$ cat src/rtl/reg_chain_pipeline_pkg.sv
// Shared constants and helpers for the back-pressurable register chain.
// The per-stage data/valid record is declared where DATA_WIDTH is known.
package reg_chain_pipeline_pkg;

  localparam int DEFAULT_DATA_WIDTH  = 8;
  localparam int DEFAULT_DEPTH       = 2;
  localparam int DEFAULT_RESET_VALUE = 0;

  // Occupancy must be able to represent every value from 0 to depth.
  function automatic int occ_width(input int depth);
    return $clog2(depth + 1);
  endfunction

endpackage

$ cat src/rtl/reg_chain_stage.sv
// One data/valid register of the chain.
// A stage loads from its predecessor when it is empty or its successor can move.
module reg_chain_stage
  import reg_chain_pipeline_pkg::*;
#(
  parameter int                    DATA_WIDTH  = DEFAULT_DATA_WIDTH,
  parameter logic [DATA_WIDTH-1:0] RESET_VALUE = DATA_WIDTH'(DEFAULT_RESET_VALUE)
) (
  input  logic                  clk,
  input  logic                  rst_n,
  input  logic                  flush,
  input  logic [DATA_WIDTH-1:0] prev_data,
  input  logic                  prev_vld,
  input  logic                  next_rd,
  output logic [DATA_WIDTH-1:0] data,
  output logic                  vld,
  output logic                  rd
);

  typedef struct packed {
    logic [DATA_WIDTH-1:0] data;
    logic                  vld;
  } stage_t;

  stage_t stage_q;

  // An empty stage always accepts, which is what collapses bubbles.
  assign rd = ~stage_q.vld | next_rd;

  always_ff @(posedge clk or negedge rst_n) begin
    if (!rst_n) begin
      stage_q <= '{data: RESET_VALUE, vld: 1'b0};
    end else if (flush) begin
      stage_q <= '{data: RESET_VALUE, vld: 1'b0};
    end else if (rd) begin
      stage_q.vld <= prev_vld;
      // Data is kept when a bubble moves in so out_data never shows garbage.
      if (prev_vld) begin
        stage_q.data <= prev_data;
      end
    end
  end

  assign data = stage_q.data;
  assign vld  = stage_q.vld;

endmodule

$ cat src/rtl/reg_chain_pipeline.sv
// DEPTH-stage retiming chain with valid/ready on both ends, bubble collapse,
// synchronous flush and a registered occupancy count.
module reg_chain_pipeline
  import reg_chain_pipeline_pkg::*;
#(
  parameter int                    DATA_WIDTH  = DEFAULT_DATA_WIDTH,
  parameter int                    DEPTH       = DEFAULT_DEPTH,
  parameter logic [DATA_WIDTH-1:0] RESET_VALUE = DATA_WIDTH'(DEFAULT_RESET_VALUE),
  localparam int                   OCC_W       = occ_width(DEPTH)
) (
  input  logic                  clk,
  input  logic                  rst_n,
  input  logic                  flush,
  input  logic [DATA_WIDTH-1:0] in_data,
  input  logic                  in_vld,
  output logic                  in_rd,
  output logic [DATA_WIDTH-1:0] out_data,
  output logic                  out_vld,
  input  logic                  out_rd,
  output logic [OCC_W-1:0]      occupancy
);

  logic [DATA_WIDTH-1:0] stage_data [DEPTH];
  logic [DEPTH-1:0]      stage_vld;
  logic [DEPTH:0]        rd_chain;
  logic                  accept;
  logic                  consume;
  logic [OCC_W-1:0]      occ_q;

  // rd_chain[k] is stage k's readiness; the extra top bit is the sink.
  assign rd_chain[DEPTH] = out_rd;

  assign in_rd   = rd_chain[0] & ~flush & rst_n;
  assign accept  = in_vld & in_rd;
  assign consume = stage_vld[DEPTH-1] & out_rd;

  for (genvar k = 0; k < DEPTH; k++) begin : g_stage
    logic [DATA_WIDTH-1:0] prev_data;
    logic                  prev_vld;

    if (k == 0) begin : g_head
      assign prev_data = in_data;
      assign prev_vld  = accept;
    end else begin : g_body
      assign prev_data = stage_data[k-1];
      assign prev_vld  = stage_vld[k-1];
    end

    reg_chain_stage #(
      .DATA_WIDTH  (DATA_WIDTH),
      .RESET_VALUE (RESET_VALUE)
    ) u_stage (
      .clk       (clk),
      .rst_n     (rst_n),
      .flush     (flush),
      .prev_data (prev_data),
      .prev_vld  (prev_vld),
      .next_rd   (rd_chain[k+1]),
      .data      (stage_data[k]),
      .vld       (stage_vld[k]),
      .rd        (rd_chain[k])
    );
  end

  // Tracked incrementally so the count is a clean register, not a popcount.
  always_ff @(posedge clk or negedge rst_n) begin
    if (!rst_n) begin
      occ_q <= '0;
    end else if (flush) begin
      occ_q <= '0;
    end else begin
      occ_q <= occ_q + OCC_W'(accept) - OCC_W'(consume);
    end
  end

  assign occupancy = occ_q;
  assign out_data  = stage_data[DEPTH-1];
  assign out_vld   = stage_vld[DEPTH-1];

  a_occ_bound: assert property (@(posedge clk) disable iff (!rst_n)
    int'(occ_q) <= DEPTH);

  a_occ_matches_vld: assert property (@(posedge clk) disable iff (!rst_n)
    int'(occ_q) == $countones(stage_vld));

endmodule

$ cat config.mk
export PLATFORM = sky130hd
export DESIGN_NAME = reg_chain_pipeline
export DESIGN_NICKNAME = d
export VERILOG_FILES = /design/src/rtl/reg_chain_pipeline_pkg.sv /design/src/rtl/reg_chain_stage.sv /design/src/rtl/reg_chain_pipeline.sv
export SDC_FILE = /design/constraint.sdc
export NUM_CORES = 1
export LEC_CHECK = 0
export ABC_AREA = 1
export BUFFER_PORTS_ARGS = -buffer_cell sky130_fd_sc_hd__buf_4
export CELL_PAD_IN_SITES_DETAIL_PLACEMENT = 1
export CELL_PAD_IN_SITES_GLOBAL_PLACEMENT = 1
export CORE_ASPECT_RATIO = 0.9
export CORE_UTILIZATION = 37
export DETAILED_ROUTE_END_ITERATION = 10
export MAX_ROUTING_LAYER = met4
export PLACE_DENSITY_LB_ADDON = 0.1
export SLEW_MARGIN = 20
export SYNTH_ARGS = -nofsm -noshare
export SYNTH_HDL_FRONTEND = slang
export SYNTH_SLANG_ARGS = --single-unit
$ cat constraint.sdc
create_clock -name clk -period 1.7 [get_ports clk]
set_input_delay 0.085 -clock clk [delete_from_list [all_inputs] [get_ports clk]]
set_output_delay 0.085 -clock clk [all_outputs]
set_load 0.02 [all_outputs]
==> metrics.cfg <==
[global_routing]
grt_util_met2_pct = 30.7
grt_pass1_wl_microns = 3760
grt_use_met3_pct = 3.77
grt_pass1_vias = 787
use_met1_pct = 28.0
busiest_layer = met2
antenna_found_initial = 0
track_usage_pct = 21.0
grt.overflow.total = 0
grt_max_degree = 21

[logic_synthesis]
yosys_warnings = 0
syn_avg_cell_area_sq_um = 9.15
synthCells = 98
synth_fp_nets = 113
synth_area_sq_um = 897
ys_ff_latch = 20
synthDistinctLibCells = 16
seq_area_frac_synth_pct = 55.8

[timing]
setup_violations = 0
fin_ws_ns = 0.118
finalHoldViolations = 0
tns_ns = 0
fin_crit_sh_pct = 93.0
max_freq_mhz = 632
rsz0062_at_grt = false
period_minus_slack_ns = 1.58
finalMaxSlewViolations = 0
slew_headroom_pct = 67.6
tightest_slew_ns = 0.484
fin_skew_ns = 0.00281

[status]
outcome = completed

[drt]
drt-wirelength-per-cell_microns = 14.0
drtIter0Drc = 5
vias_per_cell = 5.18
ant_nets = 0
vias = 803
dr.pass1.iters = 4
drc = 0
drt_wl_total_microns = 2170

[critical_path]
path_cells = dlygate4sd3_1 -> buf_4 -> nor2_4 -> nand3_4 -> ha_1 -> or2_2 -> a21oi_1 -> nor2_1
timing.reg2reg.worst_path_depth = 6
cp.arrival_ns = 1.80
path_class = in -> reg
crit_path_start = flush
cp-end-kind = flop
worstPathMaxFanout = 10
r2r-end = occupancy[1]
crit_required_ns = 1.92
cp_top_family = buffers and inverters
critPathBufInv = 2
critPathLaunchType = input port
r2r_setup_slack_ns = 0.13
slowest_stage = dlygate4sd3_1
worst_r2r_startpoint = g_stage[1].u_stage.vld
critPathMaxStageDelay_ns = 0.54

[clocking]
cts-root-buf = clkbuf_4
clock_path_buffers = 2
clk_pin_slew_worst_paths_ns = 0.12
clk_latency_ns = 0.31
numClockSinks = 20
cts_made_buffers = 3
cts_max_level = 1
cts-resized-gates = 0
cts_tree = built

[placement]
place_inst = 149
gp_congestion = 0.696
dp_slack_ns = 0.145
dpl_cell_area_sq_um = 1120
io_buffers = 24
place.detailed.hpwl_microns = 1570

[worst_hold_path]
worstHoldEndpoint = g_stage[0].u_stage.data[2]
holdPathStages = 3
min_path_type = in -> reg
hp-start = in_data[2]

[final_layout]
fin_nets = 144
fin_cells = 155
area_growth_pct = 32.8
diodes = 0
fin_area_sq_um = 1190
drive_gt1_share_pct = 28.1

[power]
peakVddDrop_mv = 0.472
p_total_uw = 1020
power.leakage_uw = 0.000671
p_per_area_nw_per_um2 = 859

[job]
timing.max_cap.violations = 0

[floorplanning]
std_cell_rows = 16
die_height_microns = 48.7
pin_count = 25
start_util_pct = 40.0
die-area_sq_um = 2630
core_area_sq_um = 2240
die_w_microns = 53.9

## sequential cells by signal, summed over array words and instances, names as in the netlist
name and count:
g_stage.u_stage.vld 2, occupancy 2, g_stage.u_stage.data 16
## per-stage QoR
step	utilization, %	hold WS, ns
detailed placement	49.9	0.0786
CTS	53.1	0.00900
global placement	49.9	0.0714
global route	53.1	0.0257
floorplan	-	-0.211
finish	53.1	0.0161
## per-layer routing
metal / vias to the layer above / part of all wire [%]
li1: 396 / -
met1: 380 / 47
met2: 22 / 47
met3: 5 / 4.3
met4: 0 / 2.1
met5: - / 0
## Yosys cell counts
library cell | count | share of area [%]
a21oi_1 | 2 | 1.1
buf_2 | 2 | 1.1
clkbuf_2 | 1 | 0.56
dfrtp_1 | 20 | 56
ha_1 | 2 | 2.8
inv_1 | 7 | 2.9
inv_2 | 1 | 0.42
nand2_1 | 21 | 8.8
nand2_2 | 1 | 0.70
nand3_1 | 26 | 15
nand3_4 | 1 | 2.0
nand4_1 | 8 | 5.6
nor2_1 | 3 | 1.3
nor2_4 | 1 | 1.3
o21ai_0 | 1 | 0.56
or2_2 | 1 | 0.70
## cells by family after synthesis
logic type	count (synthesis)	share of synthesized area (%)
AOI/OAI and AO/OA	3	1.67
buffers and inverters	11	5.02
DFF	20	55.8
and+or+nand+nor	62	34.7
adders and majority gates	2	2.79
## cells in the final DEF, fill, tap and decap left out, drive strengths merged
cell / count
buf: 27
nand3: 27
nand2: 22
dfrtp: 20
nand4: 8
inv: 8
nor2: 4
clkbuf: 3
a21oi: 2
ha: 2
dlygate4sd3: 2
or2: 1
o21ai: 1
bufinv: 1
## timing repair
item | 4_1_cts | 5_1_grt
endpoints found under the hold margin | 22 | 0
buffers inserted | 0 | 0
hold buffers | 2 | 0
## how the worst max path moves through the flow
stage	cells after the start	end	slack [ns]
after floorplan	6	occupancy[1]	0.17
after global placement	6	occupancy[1]	0.21
after detailed placement	8	occupancy[1]	0.14
after CTS	6	occupancy[1]	0.11
after global routing	7	occupancy[1]	0.008
final	8	occupancy[1]	0.12
## power breakdown
part           internal [uW]  total [uW]  switching (uW)
clock network            238         402             163
logic                   50.0         117            66.5
registers                493         505            11.9
## cell type report
type,count,area (sq um)
Fill cell,286,1050
Sequential cell,20,500
Multi-Input combinational cell,67,352
Timing Repair Buffer,29,223
Tap cell,27,33.8
Clock inverter,1,30.0
Inverter,8,30.0
Clock buffer,3,22.5
## worst reg2reg max path, stage by stage, from the launching register on
cell and delay, ns:
dfrtp_1 0.44, nand3_1 0.16, nand3_4 0.15, ha_1 0.25
or2_2 0.29, a21oi_1 0.13, nor2_1 0.06
(Power assumes the default switching activity.)
